==> src/rtl/blinker_pkg.sv <==
// -----------------------------------------------------------------------------
// blinker_pkg
//   Shared types and helpers for the multi-channel LED blinker.
//   - mode_t    : per-channel mode code (OFF/SLOW/FAST/ON/DIM)
//   - MODE_W    : width of one channel's mode code
//   - cnt_w     : counter width for a counter that holds 0..max_val
//   - next_mode : mode sequence, one step per accepted press
//   Configuration macro: BLINKER_DIM_EN (adds DIM between ON and OFF).
// -----------------------------------------------------------------------------
package blinker_pkg;

  localparam int MODE_W = 3;

  typedef enum logic [MODE_W-1:0] {
    OFF  = 3'd0,
    SLOW = 3'd1,
    FAST = 3'd2,
    ON   = 3'd3,
    DIM  = 3'd4
  } mode_t;

  // Width for a counter that must hold 0..max_val. Never below one bit, so
  // degenerate bounds (e.g. a half-period of 1 tick) still give a legal vector.
  function automatic int cnt_w(input int max_val);
    return (max_val < 1) ? 1 : $clog2(max_val + 1);
  endfunction

  function automatic mode_t next_mode(input mode_t m);
    mode_t n;
    case (m)
      OFF:  n = SLOW;
      SLOW: n = FAST;
      FAST: n = ON;
`ifdef BLINKER_DIM_EN
      ON:   n = DIM;
`endif
      default: n = OFF;
    endcase
    return n;
  endfunction

endpackage

==> src/rtl/blinker_channel.sv <==
// -----------------------------------------------------------------------------
// blinker_channel
//   One button/LED channel: 2-flop synchroniser, tick-based debouncer, mode
//   FSM (one step per press) and the LED register with its phase counter.
//   Ports:
//     clk      in  clock
//     rst      in  asynchronous reset, active-high
//     tick     in  one-cycle pulse from the shared prescaler
//     div_cnt  in  prescaler count, used for DIM duty (BLINKER_DIM_EN only)
//     btn      in  raw button level, asynchronous, active-high
//     led      out LED drive, registered
//     mode     out mode code, registered
//   Configuration macro: BLINKER_DIM_EN adds the DIM mode and its duty logic.
// -----------------------------------------------------------------------------
module blinker_channel
  import blinker_pkg::*;
#(
  parameter int DEBOUNCE_TICKS = 20,
  parameter int SLOW_TICKS     = 500,
  parameter int FAST_TICKS     = 125
`ifdef BLINKER_DIM_EN
  ,
  parameter int DIV_W          = 10,
  parameter int DIM_DUTY       = 250
`endif
) (
  input  logic              clk,
  input  logic              rst,
  input  logic              tick,
`ifdef BLINKER_DIM_EN
  input  logic [DIV_W-1:0]  div_cnt,
`endif
  input  logic              btn,
  output logic              led,
  output logic [MODE_W-1:0] mode
);

  localparam int DEB_W  = cnt_w(DEBOUNCE_TICKS - 1);
  localparam int PH_MAX = ((SLOW_TICKS > FAST_TICKS) ? SLOW_TICKS : FAST_TICKS) - 1;
  localparam int PH_W   = cnt_w(PH_MAX);

  localparam logic [DEB_W-1:0] DEB_LAST  = DEB_W'(DEBOUNCE_TICKS - 1);
  localparam logic [PH_W-1:0]  SLOW_LAST = PH_W'(SLOW_TICKS - 1);
  localparam logic [PH_W-1:0]  FAST_LAST = PH_W'(FAST_TICKS - 1);

  logic             btn_meta;
  logic             btn_s;
  logic             stable;
  logic [DEB_W-1:0] deb_cnt;
  logic             accept;
  logic             press;
  mode_t            mode_r;
  mode_t            mode_nxt;
  logic [PH_W-1:0]  phase;
  logic [PH_W-1:0]  half_last;
  logic             led_r;

  // Two-flop synchroniser; only btn_s is used downstream.
  // NOTE: every flop is written with <= so all of them sample pre-edge values;
  // blocking assignments here would collapse the two stages into one.
  always_ff @(posedge clk or posedge rst) begin
    if (rst) begin
      btn_meta <= 1'b0;
      btn_s    <= 1'b0;
    end else begin
      btn_meta <= btn;
      btn_s    <= btn_meta;
    end
  end

  // A disagreement must persist for DEBOUNCE_TICKS ticks; the tick on which
  // the count would reach the bound is the one that accepts the new level.
  assign accept = tick && (btn_s != stable) && (deb_cnt == DEB_LAST);

  // Press fires in the cycle whose edge raises stable, so the FSM steps on the
  // same edge as the accepted level and can coincide with a phase wrap.
  assign press = accept && btn_s;

  always_ff @(posedge clk or posedge rst) begin
    if (rst) begin
      stable  <= 1'b0;
      deb_cnt <= '0;
    end else if (btn_s == stable) begin
      deb_cnt <= '0;
    end else if (tick) begin
      if (deb_cnt == DEB_LAST) begin
        stable  <= btn_s;
        deb_cnt <= '0;
      end else begin
        deb_cnt <= deb_cnt + 1'b1;
      end
    end
  end

  assign mode_nxt  = next_mode(mode_r);
  assign half_last = (mode_r == SLOW) ? SLOW_LAST : FAST_LAST;

`ifdef BLINKER_DIM_EN
  logic dim_level;
  assign dim_level = (32'(div_cnt) < DIM_DUTY);
`endif

  // Mode FSM with registered LED. A press takes priority over the phase
  // logic, which discards any toggle due on the same tick.
  always_ff @(posedge clk or posedge rst) begin
    if (rst) begin
      mode_r <= OFF;
      phase  <= '0;
      led_r  <= 1'b0;
    end else if (press) begin
      mode_r <= mode_nxt;
      phase  <= '0;
      case (mode_nxt)
        SLOW, FAST, ON: led_r <= 1'b1;
`ifdef BLINKER_DIM_EN
        DIM:            led_r <= dim_level;
`endif
        default:        led_r <= 1'b0;
      endcase
    end else begin
      case (mode_r)
        SLOW, FAST: begin
          if (tick) begin
            if (phase == half_last) begin
              phase <= '0;
              led_r <= ~led_r;
            end else begin
              phase <= phase + 1'b1;
            end
          end
        end
        ON:      led_r <= 1'b1;
`ifdef BLINKER_DIM_EN
        DIM:     led_r <= dim_level;
`endif
        default: led_r <= 1'b0;
      endcase
    end
  end

  assign led  = led_r;
  assign mode = mode_r;

endmodule

==> src/rtl/blinker_multi.sv <==
// -----------------------------------------------------------------------------
// blinker_multi
//   N-channel LED blinker: one shared tick prescaler plus CHANNELS independent
//   blinker_channel instances.
//   Ports:
//     system1000      in  clock
//     system1000_rst  in  asynchronous reset, active-high
//     btn_i           in  [CHANNELS]   raw button levels, asynchronous
//     led_o           out [CHANNELS]   LED drive, registered
//     mode_o          out [3*CHANNELS] mode codes, channel k at [3k+2:3k]
//   Configuration macro: BLINKER_DIM_EN enables DIM mode and DIM_DUTY.
// -----------------------------------------------------------------------------
module blinker_multi
  import blinker_pkg::*;
#(
  parameter int CHANNELS       = 4,
  parameter int TICK_DIV       = 1000,
  parameter int DEBOUNCE_TICKS = 20,
  parameter int SLOW_TICKS     = 500,
  parameter int FAST_TICKS     = 125,
  parameter int DIM_DUTY       = 250
) (
  input  logic                         system1000,
  input  logic                         system1000_rst,
  input  logic [CHANNELS-1:0]          btn_i,
  output logic [CHANNELS-1:0]          led_o,
  output logic [MODE_W*CHANNELS-1:0]   mode_o
);

  localparam int DIV_W = cnt_w(TICK_DIV - 1);
  localparam logic [DIV_W-1:0] DIV_LAST = DIV_W'(TICK_DIV - 1);

  // Elaboration-time guard on the legal parameter ranges.
  if (CHANNELS < 1 || CHANNELS > 16 || TICK_DIV < 2 || DEBOUNCE_TICKS < 1 ||
      SLOW_TICKS < 1 || FAST_TICKS < 1 || DIM_DUTY < 0 || DIM_DUTY > TICK_DIV)
  begin : g_param_check
    $error("blinker_multi: parameter out of range");
  end

  logic [DIV_W-1:0] div_cnt;
  logic             tick;

  assign tick = (div_cnt == DIV_LAST);

  always_ff @(posedge system1000 or posedge system1000_rst) begin
    if (system1000_rst) begin
      div_cnt <= '0;
    end else if (tick) begin
      div_cnt <= '0;
    end else begin
      div_cnt <= div_cnt + 1'b1;
    end
  end

  for (genvar k = 0; k < CHANNELS; k++) begin : g_ch
    blinker_channel #(
      .DEBOUNCE_TICKS (DEBOUNCE_TICKS),
      .SLOW_TICKS     (SLOW_TICKS),
      .FAST_TICKS     (FAST_TICKS)
`ifdef BLINKER_DIM_EN
      ,
      .DIV_W          (DIV_W),
      .DIM_DUTY       (DIM_DUTY)
`endif
    ) u_ch (
      .clk     (system1000),
      .rst     (system1000_rst),
      .tick    (tick),
`ifdef BLINKER_DIM_EN
      .div_cnt (div_cnt),
`endif
      .btn     (btn_i[k]),
      .led     (led_o[k]),
      .mode    (mode_o[MODE_W*k +: MODE_W])
    );
  end

endmodule

==> config.mk <==
export PLATFORM = sky130hd
export DESIGN_NAME = blinker_multi
export DESIGN_NICKNAME = d
export VERILOG_FILES = /design/src/rtl/blinker_pkg.sv /design/src/rtl/blinker_channel.sv /design/src/rtl/blinker_multi.sv
export SDC_FILE = /design/constraint.sdc
export NUM_CORES = 1
export LEC_CHECK = 0
export BUFFER_PORTS_ARGS = -buffer_cell sky130_fd_sc_hd__buf_2
export CORE_MARGIN = 8
export CORE_UTILIZATION = 53
export CTS_CLUSTER_SIZE = 12
export DETAILED_ROUTE_END_ITERATION = 8
export PLACE_DENSITY = 0.74
export SETUP_SLACK_MARGIN = 0.1
export SYNTH_ARGS = -nofsm -noshare
export SYNTH_HDL_FRONTEND = slang
export SYNTH_SLANG_ARGS = --single-unit
==> constraint.sdc <==
create_clock -name system1000 -period 3.2 [get_ports system1000]
set_input_delay 0.64 -clock system1000 [delete_from_list [all_inputs] [get_ports system1000]]
set_output_delay 0.64 -clock system1000 [all_outputs]
set_load 0.005 [all_outputs]
==> results.md <==
* Buf/Inv on CP at 1
* Setup Crit Path Kind: reg2reg
* Clk Tree Root Cell: clkbuf_8
* Fin crit period at 2531 ps
* Diode count at 0
* M2 GR Usage at 29.31%
* Least-Margin Pin Slew at 843.5 ps
* Peak Freq at 395.1 MHz
* Final Wtd Congestion at 0.8051
* Clock skew at about 14 ps
* Max cap viols at 0
* Max Buffers Root-to-Sink at 2
* Setup TNS at 0 ps
* Vias per cell at 5.988
* Antenna-violating nets left at 0
* WP data arrival at roughly 2800 ps
* Seq cells post-synth at 90
* Critical path's slowest cell: or3_1
* DRC at 0
* Post-CTS Setup Inserts at 0
* Initial antenna violation count at 0
* H-tree levels at 3
* Power share of the clock group at 40.9%
* DRT Pass-1 Iters at 4
* Crit-path cells: ha_1 -> nor4bb_1 -> buf_4 -> and3_4 -> o21ai_1 -> or3_1 -> o22ai_1
* Initial core utilization at between 50 and 60%
* Status: completed
* Total power at 1996 uW
* Peak supply drop at 0.2030 mV
* Total track usage at 17.17%
* WL per Instance at 15.30 um
* Core Box Area at 0.009639 sq mm
* Vias in the first global route at 3969
* DR iter-0 viols at 280
* Total Nets Final at 576
* Largest net degree at the start of global routing at 70
* Post_cts resized at 0
* Synthesized area at 0.005186 sq mm
* Reg power frac at 57.4%
* Endpoints failing setup at 0
* Row Count at 36
* Place WS at 704.1 ps
* Warnings, synthesis at 0
* Power per cell area at 359.5 mW/mm^2
* Via count at 4066
* Die Span Y at about 110 um
* Worst setup margin at about 670 ps
* Hold Path Class: in2async
* Final Max Slew Viols at 0
* IO Count at 22
* Clock Sinks at 90
* Area grow syn2layout at 7.020%
* DRT Wirelength at 10.39 mm
* Unrepaired setup endpoints after global routing: no
* Period utilisation layout at approximately four fifths
* Leakage at roughly 0.0023 uW
* CTS clk-pin slew, worst paths at 100 ps
* Port bufs at 17
* GR Overflow Total at 0
* Hold Violations, Final at 0
* Seq/Total Area, Yosys at between 40% and 50%
* Sw Share at 22.97%
* Syn Area/Cell at 9.804 sq um
* Worst-skew pair later-pin latency at between 300 and 400 ps
* Asr flop ratio synth at 100.0%
* Crit start category: register
* Most used routing layer: met2
* Psw at between 400 and 500 uW
* Logic pwr share at ~1.7%
* HPWL after detailed placement at 7.255 mm
* First-pass GRT wire length at 18.70 mm
* Num CTS Buffers at 9
* Dpl cells at 663
* CTS tree: done
* Worst-path maximum fanout at 22
* Delay-heaviest family, CP: simple AND/OR/NAND/NOR gates
* Routing usage on met3 at 3.466%
* Share of cells above drive strength 1 at 11.72%
* Synth cell types at 65
* Int Power at 1537 uW
* Met1 GRT Util at 21.25%
* CTS hold repair buffers at 0
* Worst Path Required at 3470 ps
* CP max stage delay at 430 ps
* Die X at about 110 um
* Die ar. at 0.01321 sq mm
* CP endpoint kind: register
* Synth Instances at 529
* Post-synth EDFFs at 0
* Post-route insts no fill at 679
* Worst slew margin at 43.39%
* Top FF cell, synth: dfrtp_1
## cells by family (layout without fill, tap and decap cells)
kind of cell	count (synthesis)	count (layout)	share of synthesized area, %
buffers and inverters	41	55	4.222
xor gates and xnor gates	14	14	2.364
other	1	4	0.07231
muxes	4	4	0.8685
AOI/OAI and AO/OA	128	128	16.82
adders and majority gates	29	29	6.996
and+or+nand+nor	222	222	25.24
DFF	90	90	43.43
## state kept, by name, indices dropped and copies added (netlist names)
signal,count
g_ch.u_ch.phase,36
g_ch.u_ch.deb_cnt,20
div_cnt,10
g_ch.u_ch.mode,8
g_ch.u_ch.btn_meta,4
g_ch.u_ch.btn_s,4
g_ch.u_ch.led,4
g_ch.u_ch.stable,4
## synthesized netlist by cell type (3+ instances only)
| library cell | instances | share of area, % |
|---|---|---|
| nor3b_1 | 3 | 0.43 |
| nand2_1 | 53 | 3.8 |
| and3b_1 | 3 | 0.51 |
| dfrtp_1 | 90 | 43 |
| nor4_1 | 3 | 0.36 |
| nor2_1 | 23 | 1.7 |
| nand3_1 | 22 | 2.1 |
| or3_1 | 10 | 1.2 |
| o31ai_1 | 11 | 1.6 |
| inv_1 | 18 | 1.3 |
| nand4_4 | 3 | 1.2 |
| nor2b_1 | 8 | 0.97 |
| or4_1 | 3 | 0.43 |
| a31oi_1 | 4 | 0.48 |
| a21oi_1 | 21 | 2.0 |
| and2_1 | 10 | 1.2 |
| o31a_1 | 3 | 0.51 |
| o21a_1 | 3 | 0.43 |
| o311ai_1 | 7 | 1.2 |
| nand4_1 | 24 | 2.9 |
| xor2_1 | 7 | 1.2 |
| nand3b_1 | 9 | 1.3 |
| a22oi_1 | 5 | 0.72 |
| a32oi_1 | 13 | 2.2 |
| o21ai_0 | 28 | 2.7 |
| clkbuf_1 | 6 | 0.43 |
| xnor2_1 | 7 | 1.2 |
| mux2_2 | 4 | 0.87 |
| buf_4 | 9 | 1.3 |
| o21ai_1 | 14 | 1.4 |
| and4_1 | 3 | 0.51 |
| buf_2 | 6 | 0.58 |
| ha_1 | 29 | 7.0 |
| and3_1 | 15 | 1.8 |
| nor3_1 | 10 | 0.97 |
## area by class of cell
cell class              instances  area [sq um]
clock inverters                 6         71.32
clock buffers                  10         137.6
well taps                     133         166.4
fillers                       861          4089
multi-input cells             401          2726
flip-flops and latches         90          2252
repair buffers                 21         127.6
inverters                      18         68.82
## routing by layer
metal,wire [um],up-vias
met5,0,-
met4,125,0
met3,296,12
met2,5278,57
met1,4688,2009
li1,-,1988
## worst register-to-register path, delay by kind of cell, from the launching register on
family                   cells  cell delay (ps)
AO/OA/AOI/OAI                2              520
buffers and inverters        1              200
AND/OR/NAND/NOR              3             1110
flip-flops                   1              400
adder cells (fa/ha/maj)      1              210
## path summary, 6_finish.rpt
| check | slack (ps) | end | depth (start not counted) | start |
|---|---|---|---|---|
| setup / recovery | 670 | g_ch[3].u_ch.phase[6] | 7 | div_cnt[0] |
| hold / removal | 230 | g_ch[2].u_ch.led | 2 | system1000_rst |
| setup reg to reg | 670 | g_ch[3].u_ch.phase[6] | 7 | div_cnt[0] |
| hold reg to reg | 350 | g_ch[0].u_ch.btn_s | 0 | g_ch[0].u_ch.btn_meta |
| max in group asynchronous | 2260 | g_ch[0].u_ch.phase[0] | 3 | system1000_rst |
| min in group system1000 | 350 | g_ch[0].u_ch.btn_s | 0 | g_ch[0].u_ch.btn_meta |
## cell usage in the layout (no fill, tap or decap), drive strengths merged, types with 7 or more instances in the layout
cell type  count
a21oi         21
a22oi          7
a32oi         13
and2          10
and3          16
buf           21
clkbuf        10
dfrtp         90
ha            29
inv           19
nand2         56
nand3         22
nand3b         9
nand4         28
nor2          24
nor2b          8
nor3          11
o21ai         44
o311ai         7
o31ai         11
or3           10
xnor2          7
xor2           7
## per-stage QoR
| step | utilization [%] | hold WS [ps] | instance area (sq um) |
|---|---|---|---|
| finish | 57.58 | 234.6 | 5550 |
| global route | 57.58 | 243.0 | 5550 |
| CTS | 57.58 | 236.5 | 5550 |
| detailed placement | 55.41 | 337.9 | 5341 |
| global placement | 55.41 | 338.3 | 5341 |
| floorplan | - | 331.2 | 5197 |
## power by group through the flow
stage | Sequential, uW | Clock (uW) | Combinational, uW
global placement | 1170 | 0 | 36.3
global route | 1150 | 900 | 40.8
CTS | 1150 | 841 | 36.6
floorplan | 1170 | 0 | 25.5
detailed placement | 1170 | 0 | 36.5
finish | 1150 | 816 | 34.1
Power figures use the tool's default switching activity.
